## src/rtl/rca_pipe_addsub.sv

```systemverilog
// rca_pipe_addsub: pipelined ripple-carry adder/subtractor.
// WIDTH bits are resolved CHUNK bits per stage, one register per stage, with
// the stage carry handed to the next stage. Valid/ready on both sides; the
// whole pipe advances together when the output is empty or being taken.
// Optional: define RCA_PIPE_OVF_EN to add the signed-overflow output ovf.
module rca_pipe_addsub #(
   parameter int WIDTH = 32,   // must be a multiple of CHUNK
   parameter int CHUNK = 8
) (
   input  logic             clk,
   input  logic             rst_n,
   input  logic             in_valid,
   output logic             in_ready,
   input  logic [WIDTH-1:0] a,
   input  logic [WIDTH-1:0] b,
   input  logic             cin,
   input  logic             sub,
   output logic             out_valid,
   input  logic             out_ready,
   output logic [WIDTH-1:0] sum,
   output logic             cout
`ifdef RCA_PIPE_OVF_EN
   ,
   output logic             ovf
`endif
);

   localparam int STAGES = WIDTH / CHUNK;

   // Single global enable: the pipe moves only when the last stage is empty
   // or its beat is being consumed. Bubbles travel like beats.
   logic advance;
   assign advance  = !out_valid || out_ready;
   assign in_ready = advance;

`ifdef RCA_PIPE_OVF_EN
   logic ovf_q;
`endif

   for (genvar k = 0; k < STAGES; k++) begin : g_stage
      // Operand bits still to be resolved at this stage's input; the low
      // CHUNK bits are consumed here, the rest are forwarded.
      localparam int IW = WIDTH - k * CHUNK;

      logic [IW-1:0]          a_in;
      logic [IW-1:0]          b_in;
      logic                   c_in;
      logic                   v_in;
      logic [(k+1)*CHUNK-1:0] s_next;
      logic [CHUNK:0]         res;

      logic                   v_q;
      logic                   c_q;
      logic [(k+1)*CHUNK-1:0] s_q;

      // Chunk adder: low CHUNK operand bits plus incoming carry.
      assign res = {1'b0, a_in[CHUNK-1:0]} + {1'b0, b_in[CHUNK-1:0]}
                 + {{CHUNK{1'b0}}, c_in};

      if (k == 0) begin : g_head
         // Subtraction is a + ~b + ~cin; b and cin are folded here so the
         // rest of the pipe only ever adds.
         assign a_in   = a;
         assign b_in   = b ^ {WIDTH{sub}};
         assign c_in   = cin ^ sub;
         assign v_in   = in_valid;
         assign s_next = res[CHUNK-1:0];
      end else begin : g_body
         assign a_in   = g_stage[k-1].g_fwd.a_q;
         assign b_in   = g_stage[k-1].g_fwd.b_q;
         assign c_in   = g_stage[k-1].c_q;
         assign v_in   = g_stage[k-1].v_q;
         assign s_next = {res[CHUNK-1:0], g_stage[k-1].s_q};
      end

      // Stage register: valid, carry and resolved low sum bits.
      // NOTE: sequential state uses non-blocking assignment so every stage
      // samples its predecessor's pre-edge value; blocking would let one beat
      // race through several stages in a single clock.
      always_ff @(posedge clk or negedge rst_n) begin
         if (!rst_n) begin
            v_q <= 1'b0;
            c_q <= 1'b0;
            s_q <= '0;
         end else if (advance) begin
            v_q <= v_in;
            c_q <= res[CHUNK];
            s_q <= s_next;
         end
      end

      if (k < STAGES - 1) begin : g_fwd
         logic [IW-CHUNK-1:0] a_q;
         logic [IW-CHUNK-1:0] b_q;

         // Forward the unresolved upper operand bits to the next stage.
         // NOTE: these are plain pipeline flops, not a memory, so they take
         // the asynchronous clear too; a reset pipe holds no trace of old data.
         always_ff @(posedge clk or negedge rst_n) begin
            if (!rst_n) begin
               a_q <= '0;
               b_q <= '0;
            end else if (advance) begin
               a_q <= a_in[IW-1:CHUNK];
               b_q <= b_in[IW-1:CHUNK];
            end
         end
      end

`ifdef RCA_PIPE_OVF_EN
      if (k == STAGES - 1) begin : g_ovf
         // Signed overflow: carry into MSB (a^b^sum at the MSB) XOR carry out.
         always_ff @(posedge clk or negedge rst_n) begin
            if (!rst_n) begin
               ovf_q <= 1'b0;
            end else if (advance) begin
               ovf_q <= a_in[CHUNK-1] ^ b_in[CHUNK-1] ^ res[CHUNK-1] ^ res[CHUNK];
            end
         end
      end
`endif
   end

   assign out_valid = g_stage[STAGES-1].v_q;
   assign sum       = g_stage[STAGES-1].s_q;
   assign cout      = g_stage[STAGES-1].c_q;
`ifdef RCA_PIPE_OVF_EN
   assign ovf       = ovf_q;
`endif

endmodule

```

## config.mk

```make
export PLATFORM = sky130hd
export DESIGN_NAME = rca_pipe_addsub
export DESIGN_NICKNAME = d
export VERILOG_FILES = /design/src/rtl/rca_pipe_addsub.sv
export SDC_FILE = /design/constraint.sdc
export NUM_CORES = 1
export LEC_CHECK = 0
export CELL_PAD_IN_SITES_DETAIL_PLACEMENT = 1
export CELL_PAD_IN_SITES_GLOBAL_PLACEMENT = 2
export CORE_MARGIN = 2
export CORE_UTILIZATION = 35
export CTS_CLUSTER_SIZE = 20
export DETAILED_ROUTE_END_ITERATION = 12
export DONT_BUFFER_PORTS = 1
export HOLD_SLACK_MARGIN = 0.06
export MAX_ROUTING_LAYER = met4
export PLACE_DENSITY_LB_ADDON = 0.1
export SETUP_SLACK_MARGIN = 0.5
export SLEW_MARGIN = 10
export SYNTH_ARGS = -nofsm -noshare
export SYNTH_HDL_FRONTEND = slang
export SYNTH_SLANG_ARGS = --single-unit
```

## constraint.sdc

```tcl
create_clock -name clk -period 4.35 [get_ports clk]
set_input_delay 0.87 -clock clk [delete_from_list [all_inputs] [get_ports clk]]
set_output_delay 0.87 -clock clk [all_outputs]
set_load 0.1 [all_outputs]
```

Word-level counts from Yosys, hierarchy flattened
Cells that the tools add are included.

Add/subtract/negate cells: 8. Bitwise logic cells: 2. Reductions and logical operators: 2.

Operator list (count): 8-bit by 8-bit adder with 9-bit output (4); 9-bit by 1-bit adder with 9-bit output (4); 32-bit bitwise XOR (1); 1-bit zero test (1); 1-bit logical OR (1); 1-bit bitwise XOR (1).

Register bits after elaboration: 184. Input bits: 70. Output and inout port bits: 35. Word-level logic and storage cells: 30.

Logic depth before layout (Yosys ltp)
Gate-level depths: netlist (run 1).

Depth in word-level cells: 3. Depth in mapped cells: 10. Mapped depth without buffers: 8.

Least setup slack after synthesis (run 1)
No wires, ideal clock.

Path type: input -> register. From: input sub. To: register g_stage[0].s_q[6]. Setup time: 69 ps. Data arrival time: 2817 ps. Data required time: 4281 ps. Slack: 1465 ps. Stages: 10. Path buffers: 2. Cell sequence: buf_2 > buf_2 > xor2_1 > fa_1 > inv_1 > fa_1 > nor2b_1 > o31a_1 > or3_1 > nand3_1.

Word-level cells in the longest chain between the ends: 3. Elaborated cells between the ends (all ways): 4. Classes of those cells: 2 x add/sub; 2 x bitwise.

Ends and longest elaborated chain: from (decl) (line 17) `input logic sub,`; 32-bit bitwise XOR (line 64) `assign b_in = b ^ {WIDTH{sub}};`; 8-bit by 8-bit adder with 9-bit output (line 57) `assign res = {1'b0, a_in[CHUNK-1:0]} + {1'b0, b_in[CHUNK-1:0]}`; 9-bit by 1-bit adder with 9-bit output (*) (line 58) `+ {{CHUNK{1'b0}}, c_in};`; to (signal assigned) (line 88) `s_q <= s_next;`; to (decl) (line 54) `logic [(k+1)*CHUNK-1:0] s_q;`.

Mark *: on every way between the ends. The rest lies on a longest branch, timed or not. A chain may end at the register's enable or synchronous reset.

Worst setup path in the final report (run 1)
From: register g_stage[3].v_q (netlist: out_valid). To: output in_ready.

Word-level cells in the longest chain between the ends: 2.

Ends and longest elaborated chain: from (decl) (line 52) `logic v_q;`; from (signal assigned) (line 86) `v_q <= v_in;`; 1-bit zero test (line 33) `assign advance = !out_valid || out_ready;`; 1-bit logical OR (line 33); to (decl) (line 13) `output logic in_ready,`.

No other way between the ends.

==> impl_summary.md, run 1 <==
Outcome
The run finished with clean final reports.

Worst hold path
The class of the worst hold path is input port to asynchronous set/reset pin.

Critical path
STA classifies the critical path endpoint as a primary output. The endpoint required time on the critical path is 3.48 ns. The type of the setup path with the least slack is flop to primary output. Along the worst path, the maximum fanout reaches 100. STA classifies the critical path startpoint as a flop. The setup check on the worst reg-to-reg path leaves a slack of 1.93 ns. Walking the worst path, the cells encountered are nor2b_4 -> inv_6.

The longest individual stage delay on the worst path is ~0.67 ns. The critical path's slowest cell is sky130_fd_sc_hd__inv_6. Data arrives at the worst endpoint at 1.64 ns.

Logic synthesis
The synthesized netlist net count is 1,035. After synthesis, the share of flip-flops with an asynchronous set or reset is 1.000. The commonest cells after synthesis are 430 x sky130_fd_sc_hd__nand2_1, 184 x sky130_fd_sc_hd__dfrtp_1, 52 x sky130_fd_sc_hd__o21ai_0. For this run, the register share of the synthesized area comes to 0.5364. The flop and latch count out of synthesis is 184. In this run the mean area of a mapped cell was 9.239 um^2. The number of distinct standard cells referenced by the synthesized netlist is 37. The Yosys step of the flow raised 0 warnings.

By area the synthesized netlist is led by sky130_fd_sc_hd__dfrtp_1 54%, sky130_fd_sc_hd__nand2_1 19%, sky130_fd_sc_hd__ha_1 4.1%. The post-synthesis cell count is 929. The dominant register cell in the synthesized netlist is sky130_fd_sc_hd__dfrtp_1.

The count of flip-flops with a built-in enable after synthesis is 0. The library cell occupying the most area in the post-synthesis netlist is sky130_fd_sc_hd__dfrtp_1. The share of synthesized area in the top cell type comes to 0.5364. The most common cell in the synthesized netlist is sky130_fd_sc_hd__nand2_1. The cell area after synthesis is approximately 8600 um^2.

Die
The starting utilization of the core area is 0.3550. Measured along the x axis, the die boundary spans around 160 um. The number of top-level pins is around 110. The die area is 25,790 um^2. The core footprint is 24,180 um^2. Measured along the y axis, the die boundary spans 160.6 um. The floorplan row count is 57.

CTS
For the worst-skew pair, the clock arrives at the later sink with an insertion delay of about 0.42 ns. The H-tree generated during clock tree synthesis spans 4 levels. The TritonCTS clock tree is yes. Post-CTS repair changed the size of 0 cells. TritonCTS created 17 clock buffers. After clock tree synthesis, the setup repair step added 0 buffers. The sink count of the clock tree is about 180. The largest buffer count on any clock path is 2.

The cts-stage hold buffer count is 0. The tree is rooted in a sky130_fd_sc_hd__clkbuf_16. The clock-pin slew of the registers on the worst-case setup and hold paths is 0.07 ns.

STA
The final number of setup-violating endpoints is 0. The aggregate negative setup slack is 0 ns. Across the routed clock network, the largest skew measured is 0.01154 ns. The total count of max-transition violations in the final report is 0.

The final critical-path required period is 2.505 ns. The final hold violation count is 0. Derived from the worst setup path, the maximum achievable clock frequency is 399.2 MHz. The measured slew at the worst slew-check pin is between 1 and 1.5 ns. Headroom to the max-slew limit came out at 0.2995.

Setup repair after global routing left no endpoint under its margin. Of the available clock period, the critical path in the final layout requires 0.5759.

GRT
The combined global-route utilization of all metal layers is 0.1595. The number of antenna violations at the first check in global routing is 0. The first global-routing pass estimated 32,670 um of wire. The via count of the first global-routing pass was about 6,500. The largest net degree at the start of global routing is 241. The total overflow left after global routing is 0.

Detailed routing
The vias per cell is 4.801. The first TritonRoute pass finished after 4 iterations. The residual DRC count is 0.

The total via count after detailed routing is 5,963. The detail route stage leaves a number of antenna-violating nets equal to 0. The detailed-route wire length is 18,900 um.

Dividing the detail-routed wire length by the instance count gives 15.22 um. For this block, the initial DRC count from the detailed router was around 370.

Placement
The placed instances occupy a cell area of 8787 um^2. Once detailed placement completed, the half-perimeter wirelength came to 11,690 um. Port buffering added 0 buffers. The final RePlAce weighted congestion is 0.7667.

Final layout
Compared with the post-synthesis result, the final layout area differs by 9.577%. In the final design database the tool counted just over 1,000 nets. The cell area after layout is 9405 um^2.

The total inserted antenna cells is 0. The share of final-layout standard cells stronger than drive strength 1 is 0.04357.

Power
The total power per unit cell area is 866.6 nW/um^2. The leakage power is approximately 0.0045 uW. VDD sags by at most roughly 460 uV.

Flow run
The number of max-cap violations is 0.
## layout make-up
class,count,area (um^2)
clock buffers,20,456.7
clock inverters,12,161.4
fillers,2751,14770
inverters,4,20.02
multi-input cells,694,3715
flip-flops and latches,184,4604
well taps,324,405.4
repair buffers,4,42.54
## worst max-delay path: cells and delay by family (launching register included)
kind                   cells  cell delay (ns)
AND/OR/NAND/NOR            1             0.15
flip-flops                 1             0.38
buffers and inverters      1             0.67
## cell families (layout without fill, tap and decap cells)
| logic type | count (synthesis) | in the layout | share of synthesized area |
|---|---|---|---|
| buffers and inverters | 51 | 40 | 0.03076 |
| AND/OR/NAND/NOR | 500 | 500 | 0.2408 |
| XOR/XNOR | 37 | 37 | 0.03776 |
| flip-flops | 184 | 184 | 0.5364 |
| multiplexers | 3 | 3 | 0.003499 |
| AO/OA/AOI/OAI | 118 | 118 | 0.09125 |
| adder cells (fa/ha/maj) | 36 | 36 | 0.05948 |
## power by group
part | switching, uW | leakage (uW) | internal [uW]
combinational | 1450 | 0.00200 | 1010
sequential | 1590 | 0.00222 | 2450
clock | 701 | 0.000300 | 947
## cell usage in the layout (no fill, tap or decap), drive strengths merged, types with 2 or more instances in the layout
cell type / n
o21bai: 3
ha: 28
a21oi: 3
dfrtp: 184
o31ai: 8
nor3: 8
o22a: 3
or3: 6
o21ai: 52
fa: 8
a21o: 8
clkinvlp: 2
xnor2: 27
bufinv: 3
clkbuf: 20
inv: 9
nand3: 5
a211oi: 23
nand2: 430
nor2b: 2
buf: 4
nor2: 10
mux2i: 3
nand3b: 5
nor3b: 18
o21a: 6
nand2b: 7
a221oi: 3
xor2: 10
o31a: 7
nor4b: 8
clkinv: 2
## final timing paths
path	start	end	cells after the start
worst min-delay path	rst_n	g_stage[2].s_q[7]$_DFFE_PN0P_	0
min in group clk	g_stage[2].s_q[12]$_DFFE_PN0P_	g_stage[2].s_q[12]$_DFFE_PN0P_	2
max in group asynchronous	rst_n	g_stage[0].g_fwd.b_q[18]$_DFFE_PN0P_	0
worst min register to register	g_stage[2].s_q[12]$_DFFE_PN0P_	g_stage[2].s_q[12]$_DFFE_PN0P_	2
worst max register to register	g_stage[2].c_q$_DFFE_PN0P_	cout$_DFFE_PN0P_	6
worst max-delay path	out_valid$_DFFE_PN0P_	in_ready	2
## stage by stage
| step | instances | total power [uW] | util | worst slack (ns) | hold WS, ns |
|---|---|---|---|---|---|
| 2_1_floorplan | 929 | 5975 | - | 1.465 | 0.4300 |
| 3_3_place_gp | 1210 | 6468 | 0.3635 | 1.651 | 0.4415 |
| 3_5_place_dp | 1210 | 6588 | 0.3635 | 1.603 | 0.4552 |
| 4_1_cts | 1242 | 8278 | 0.3890 | 1.782 | 0.1195 |
| 5_1_grt | 1242 | 8799 | 0.3890 | 1.707 | 0.1042 |
| 6_report | 1242 | 8151 | 0.3890 | 1.845 | 0.1347 |
## layer usage
layer	wire (um)	vias up	global-route usage
met5	0	-	-
met4	316	0	0.04873
met3	573	18	0.03332
met2	8963	77	0.2565
met1	9048	2875	0.2035
li1	-	2993	-
## state kept, by name, indices dropped and copies added (netlist names)
signal	flops
cout	1
g_stage.c_q	3
g_stage.g_fwd.a_q	48
g_stage.g_fwd.b_q	48
g_stage.s_q	48
g_stage.v_q	3
out_valid	1
sum	32
Note: power is estimated with default switching activity, not from simulation.
==> inputs of run 2 (changes only) <==
Clock period 4.35 ns to 2 ns, I/O delays scaled along.
==> run 2 against run 1 <==
Net effect: the flow now finishes with violations (hold timing, setup timing); register-to-register slack worse by 2.2 ns; total power rose to 2.9 times the previous value; die area unchanged; critical path depth up 4; utilization up 14 points; critical path type is now flop to flop; critical endpoint is now cout$_DFFE_PN0P_.
==> impl_summary.md, run 2 (same netlist as run 1, synthesis figures left out) <==
Outcome
The run finished, with violations left. The final reports fail on hold timing, setup timing.

Detailed routing
The final route contains ~7,000 vias. The average detailed-routed wire length per instance is 18.63 um. Before antenna repair, the detailed router went through 4 iterations. Once detail routing completed, the nets flagged for antenna violations numbered 0. The number of DRC violations after detailed-routing iteration 0 is 317.

The detailed router used layers up to and including met4. In the routed design, unresolved DRC markers number 0. After detailed routing, the number of vias per cell comes to 5.008. Wires add up to 25,950 um.

The routed design uses 13,840 um of met2 wire. For this block, wires on met1 add up to 11,260 um. After detailed routing, the met3 layer carries slightly above 600 um of wire.

Power
The share of total power dissipated in combinational logic is 0.552. The internal power of the cells is 13,330 uW. Across the VDD grid, the largest voltage drop is around 750 uV. The leakage power is 0.006101 uW. The total power per unit cell area is between 1500 and 2000 nW/um^2.

The proportion of power drawn by the clock network is 0.160. The switching power summed over all nets is 10,600 uW. The switching share of total power is 0.4430. The share of total power dissipated in sequential elements is 0.289.

Critical path
The worst setup path is captured at a flop. The longest individual stage delay on the worst path is 0.43 ns. Among all stages on the critical path, the largest delay is contributed by sky130_fd_sc_hd__fa_2.

The worst setup path is of the flop to flop kind. Walking the worst path, the cells encountered are fa_2 -> fa_2 -> a211oi_2 -> nor2_1 -> o31a_1 -> o31a_1. At the worst endpoint, the arrival time is approximately 2.6 ns. Data on the critical path is required at its endpoint by 2.31 ns. Counting both buffers and inverters, the worst setup path holds a total of 0. The worst setup path is launched from a flop.

The family with the most delay on the worst path is adder cells. The highest fanout seen on the critical path is 2.

STA
Setup repair after global routing could not meet its margin everywhere. Setup violations remaining at the end of the flow were counted as 11. On the final layout, the worst clock skew is around 0.013 ns. For this run, the top clock speed supported by timing is about 450 MHz. The hold slack is -0.3442 ns. Dividing the final minimum period by the clock period gives 1.118.

The total count of max-transition violations in the final report was 0. For the finished layout, the period the worst path requires is about 2.2 ns. Headroom to the max-slew limit came out at 0.3532. The final hold violation count came to 184.

Setup slack on the critical path of the routed design comes to -0.2359 ns. For the pin with the worst max-slew slack, the measured transition is 0.9702 ns.

Placement
Summing all placed instances gives a cell area of between 9000 and 10,000 um^2. At the end of routability-driven placement, the weighted congestion stood at 0.7881. Before CTS, the worst setup slack after placement is -0.1783 ns. The HPWL after detailed placement is about 13,000 um. Counting tap cells, the placed design contains a total of 1,264 instances. Buffers placed on the I/O ports in this run total 0.

Final layout
The largest registers in the layout are g_stage.g_fwd.a_q x48, g_stage.g_fwd.b_q x48, g_stage.s_q x48. The post-route non-filler standard cell count is 1,393. The library cell used most frequently in the layout, excluding fill and tap cells, is sky130_fd_sc_hd__nand2_1. Relative to the synthesized area, the layout overhead comes to 50.25%. In the final design database the tool counted 1,163 nets. Of the cells placed in the final design, the portion with a size suffix greater than 1 is 0.4228. Summing all non-filler instances in the final layout gives an area of 12,900 um^2. Leaving out fill and tap cells, the most frequent cells in the layout are 217 x sky130_fd_sc_hd__nand2_1, 181 x sky130_fd_sc_hd__dfrtp_1, 122 x sky130_fd_sc_hd__nand2_2. The total inserted antenna cells is 0.

CTS
The clock-pin slew of the registers on the worst-case setup and hold paths is 0.07 ns. The largest buffer count on any clock path is 2. The latest clock arrival within the worst-skew pair is 0.44 ns. CTS placed an instance of sky130_fd_sc_hd__clkbuf_16 at the clock tree root. Clock tree synthesis found a total of 184 sinks. TritonCTS built the clock tree.

The number of H-tree levels is 4. The number of buffers added by the clock tree synthesis step is 17.

Worst hold path
The class of the worst hold path is input port to asynchronous set/reset pin.

GRT
The number of antenna violations at the first check in global routing is 0. The via count of the first global-routing pass was 7,365. The first global-routing pass estimated 38,500 um of wire. Entering global routing, the biggest net connects 185 pins. The total global routing overflow is 0. For this run, the total global-route usage over all layers was measured as 0.1938.

Die
The starting utilization of the core area is 0.3550. The floorplan die width is 160.6 um. The die area is 25,790 um^2. In this run the count of I/O pins placed on the die edge is 105. The die is 160.6 um tall. The region available for standard cell placement spans 24,180 um^2. The floorplan has 57 rows.

Flow run
The number of max-cap violations is 0.
-- run 2: cell count changes in the layout (fill, tap and decap cells not counted), moves of 29 or more --
cell                      previous run  this run
sky130_fd_sc_hd__o21ai_1             0        29
sky130_fd_sc_hd__o21ai_0            52        11
sky130_fd_sc_hd__nand2_2             0       122
sky130_fd_sc_hd__buf_6               0        33
sky130_fd_sc_hd__nand2_1           430       217
sky130_fd_sc_hd__buf_4               3        54
sky130_fd_sc_hd__nand2_4             0        91
-- run 2: worst paths after layout --
check | startpoint | depth (start not counted) | end | slack [ns]
max | g_stage[2].c_q$_DFFE_PN0P_ | 6 | cout$_DFFE_PN0P_ | -0.24
min | rst_n | 0 | sum[7]$_DFFE_PN0P_ | -0.34
max reg2reg | g_stage[2].c_q$_DFFE_PN0P_ | 6 | cout$_DFFE_PN0P_ | -0.24
min reg2reg | g_stage[1].s_q[3]$_DFFE_PN0P_ | 2 | g_stage[1].s_q[3]$_DFFE_PN0P_ | 0.47
max in group asynchronous | rst_n | 0 | g_stage[0].g_fwd.a_q[22]$_DFFE_PN0P_ | 1.90
min in group clk | a[15] | 2 | g_stage[0].g_fwd.a_q[7]$_DFFE_PN0P_ | 0.07
-- run 2: per-stage QoR --
stage / utilization / hold WS [ns] / power [uW] / TNS [ns]
finish: 0.5334 / -0.3442 / 23920 / -1.314
global route: 0.5334 / -0.3717 / 25280 / -2.112
CTS: 0.4692 / -0.3572 / 21640 / -1.019
detailed placement: 0.3851 / 0.1100 / 15420 / -1.244
global placement: 0.3851 / 0.1103 / 15150 / -0.8123
floorplan: - / 0.1044 / 13430 / -1.076
-- run 2: cell type report --
cell class | count | area (um^2)
fillers | 2520 | 11280
multi-input cells | 694 | 5022
flip-flops and latches | 184 | 4613
clock buffers | 18 | 439.2
inverters | 4 | 22.52
well taps | 324 | 405.4
clock inverters | 13 | 214.0
repair buffers | 155 | 2173
repair inverters | 1 | 6.256
-- run 2: per-layer routing --
layer,vias up,global-route usage
met5,-,-
met1,3567,0.2398
met2,84,0.3342
li1,3307,-
met3,18,0.02944
met4,0,0.04791
-- run 2: power groups by stage --
stage               clock network (uW)  registers [uW]  logic, uW
floorplan                            0            8640       4790
global placement                     0            6520       8630
detailed placement                   0            6570       8850
CTS                               3900            6620      11100
global route                      4060            7130      14100
finish                            3820            6910      13200
-- run 2: timing repair --
| item | 4_1_cts | 5_1_grt |
|---|---|---|
| endpoints found under the setup margin | 84 | 160 |
| resized for setup | 179 | 287 |
| endpoints found under the hold margin | 188 | 194 |
| setup buffers | 36 | 21 |
| hold buffers | 4 | 10 |
| pin swaps | 119 | 154 |
| gates cloned | 15 | 12 |
==> inputs of run 3 (changes only) <==
Settings changed: CELL_PAD_IN_SITES_DETAIL_PLACEMENT 1 to 2, SKIP_LAST_GASP from default to 1.
==> run 3 against run 2 <==
Net effect: the run still ends with hold timing, setup timing left; sequential power shrank 2%; clock-buffer cell count is 2 higher; hold slack improved by 0.0032 ns; global-route usage is 1.6 points higher; setup slack worse by 0.024 ns; non-clock buffer count down 45; critical path depth unchanged; sequential share of layout area is 5.4 points higher; first-iteration DRC count is 9.5% lower; final area is 13% lower; critical path type unchanged; largest cell class is now flip-flops and latches.
==> impl_summary.md, run 3 (same netlist as run 1, synthesis figures left out) <==
Critical path
The highest fanout seen on the critical path is 2. By startpoint and endpoint, the worst setup path is classified as flop to flop. STA classifies the critical path startpoint as a flop.

For the worst setup path, the data arrival time is 2.57 ns. STA puts the critical path data required time at 2.31 ns. STA classifies the critical path endpoint as a flop.

Die
For this configuration, the core starts out at a cell density of 0.3550. The initialized floorplan defines 57 standard-cell rows. The number of top-level pins is 105. The die span in y is 160.6 um. The core footprint is ~24,000 um^2.

The die area is 25,790 um^2. The floorplan die width is between 150 and 200 um.

Final layout
The most common cell after layout, fill and taps aside is sky130_fd_sc_hd__nand2_1. Of the cells placed in the final design, the portion with a size suffix greater than 1 is 0.2451. The filler cells instantiated in the layout total about 2,500. The final net count is 1,117.

The multi-input combinational cells in the finished layout cover a total of 4238 um^2. 0 antenna diodes ended up in the layout. The area growth from synthesis to layout is 30.73%. Across the whole layout, storage elements account for 4617 um^2. The cell area after layout is 11,220 um^2. The largest registers in the layout are g_stage.g_fwd.a_q x48, g_stage.g_fwd.b_q x48, g_stage.s_q x48. The top cell types in the final layout, fill and taps aside, are 382 x sky130_fd_sc_hd__nand2_1, 180 x sky130_fd_sc_hd__dfrtp_1, 43 x sky130_fd_sc_hd__buf_6.

Placement
At the end of routability-driven placement, the weighted congestion stood at 0.7881. During placement, the flow inserted port buffers numbering 0. The wire-length estimate of the detail-placed layout is 14,570 um. The placed instances occupy a cell area of 9310 um^2.

CTS
The largest buffer count on any clock path is 2. The cell sitting at the root of the clock tree is a sky130_fd_sc_hd__clkbuf_16. The clock-pin slew of the registers on the worst-case setup and hold paths is ~0.080 ns.

The number of H-tree levels is 4. Clock tree synthesis found a total of 184 sinks. The clock reaches the later pin of the worst-skew pair after 0.43 ns. TritonCTS built the clock tree.

Buffers inserted during clock tree synthesis total 17.

Detailed routing
The residual DRC count is 0. The count of nets left with antenna violations once routing finished came out at 0. Using the TritonRoute via totals, the vias-per-cell ratio works out to 5.076. The first routing iteration left approximately 290 violations. In the final routed layout, each cell accounts on average for 19.70 um.

For this block, the routed nets add up to between 20,000 and 30,000 um of wire. The first detailed-routing pass took 4 iterations. The routed layout has 6,843 vias.

STA
Once routing completed, OpenROAD measured the worst setup slack at -0.2600 ns. The worst slew margin relative to its limit is 0.6519. Setup repair after global routing could not meet its margin everywhere. The total count of max-transition violations in the final report is 0. Across the routed clock network, the largest skew measured is 0.01355 ns. Dividing the final minimum period by the clock period gives 1.130. For the pin with the worst max-slew slack, the measured transition is 0.5221 ns. The final number of setup-violating endpoints is 12. The tightest hold path in the finished design has a slack of -0.3411 ns. The routed design could run at a clock period as short as 2.260 ns. The final hold violation count is 184.

The maximum clock frequency is 442.5 MHz.

Outcome
The final reports fail on hold timing, setup timing. The flow ran to the end, but the final reports show violations.

Worst hold path
The class of the worst hold path is input port to asynchronous set/reset pin.

Power
IR analysis of the VDD net gives a maximum drop of ~950 uV. The internal power of the cells totals about 12,000 uW. The total power per unit cell area is a little under 2000 nW/um^2. Of the total power, the share spent switching nets is 0.4630.

The sequential share of power is 0.311. The combinational cell fraction of total power is 0.536. The switching power summed over all nets is ~10,000 uW.

The total power draw is 21,700 uW. The proportion of power drawn by the clock network is 0.153. The leakage power is 0.005419 uW.

GRT
The total global routing overflow is 0. Across every metal layer, demand over resource in global routing totals 0.2101. The via count of the first global-routing pass came to 7,889.

The largest net degree at the start of global routing is roughly 190. The number of antenna violations at the first check in global routing is 0. The first-pass GRT wire length is 42,050 um.

Flow run
The number of max-cap violations is 0.
[run 3: cell types whose count changed in the layout (fill, tap and decap cells not counted), sizes merged]
cell	before	now
bufbuf	1	0
clkbuf	29	23
clkinvlp	1	3
buf	129	105
clkinv	2	3
bufinv	5	0
dlygate4sd3	14	2
[run 3: worst paths after layout]
kind / start / endpoint / slack [ns] / cells past startpoint
worst max register to register: g_stage[2].c_q$_DFFE_PN0P_ / cout$_DFFE_PN0P_ / -0.26 / 6
worst min register to register: g_stage[1].g_fwd.a_q[15]$_DFFE_PN0P_ / g_stage[1].g_fwd.a_q[15]$_DFFE_PN0P_ / 0.48 / 2
max in group asynchronous: rst_n / sum[29]$_DFFE_PN0P_ / 1.87 / 0
worst min-delay path: rst_n / sum[7]$_DFFE_PN0P_ / -0.34 / 0
min in group clk: a[19] / g_stage[0].g_fwd.a_q[11]$_DFFE_PN0P_ / 0.08 / 2
worst max-delay path: g_stage[2].c_q$_DFFE_PN0P_ / cout$_DFFE_PN0P_ / -0.26 / 6
[run 3: final cells by class]
class                   instances  share of cell area
flip-flops and latches        184              0.4115
clock buffers                  20             0.04070
well taps                     324             0.03613
clock inverters                12            0.009924
inverters                       4            0.002007
multi-input cells             694              0.3777
repair buffers                110              0.1221
[run 3: per-stage QoR]
step	setup slack [ns]	std cells	setup TNS (ns)	utilization
floorplan	-0.2588	929	-1.076	-
global route	-0.3248	1348	-2.962	0.4641
finish	-0.2600	1348	-1.870	0.4641
global placement	-0.1500	1264	-0.8123	0.3851
CTS	-0.2342	1328	-1.337	0.4398
detailed placement	-0.2245	1264	-1.502	0.3851
[run 3: power by group through the flow]
stage / Combinational, uW / Sequential, uW / Clock (uW)
global placement: 8630 / 6520 / 0
CTS: 10500 / 6620 / 3420
finish: 11600 / 6740 / 3320
detailed placement: 8970 / 6610 / 0
global route: 12600 / 6970 / 3590
floorplan: 4790 / 8640 / 0
[run 3: metal layers]
layer  share of wire  global-route usage
met5               0                   -
met4           0.015             0.04545
met3           0.028             0.04081
met2            0.54              0.3746
met1            0.41              0.2463
[run 3: critical path: stages (launching register included)]
cell,delay (ns)
sky130_fd_sc_hd__dfrtp_1,0.41
sky130_fd_sc_hd__fa_2,0.44
sky130_fd_sc_hd__fa_2,0.37
sky130_fd_sc_hd__a211oi_2,0.26
sky130_fd_sc_hd__nor2_1,0.11
sky130_fd_sc_hd__o31a_1,0.28
sky130_fd_sc_hd__o31a_1,0.28
[run 3: timing repair]
action,in CTS,in global routing
hold endpoints to repair,185,185
gates cloned,6,4
hold buffers,1,1
resized for setup,106,107
pin swaps,40,31
endpoints found under the setup margin,97,166
buffers inserted,25,15
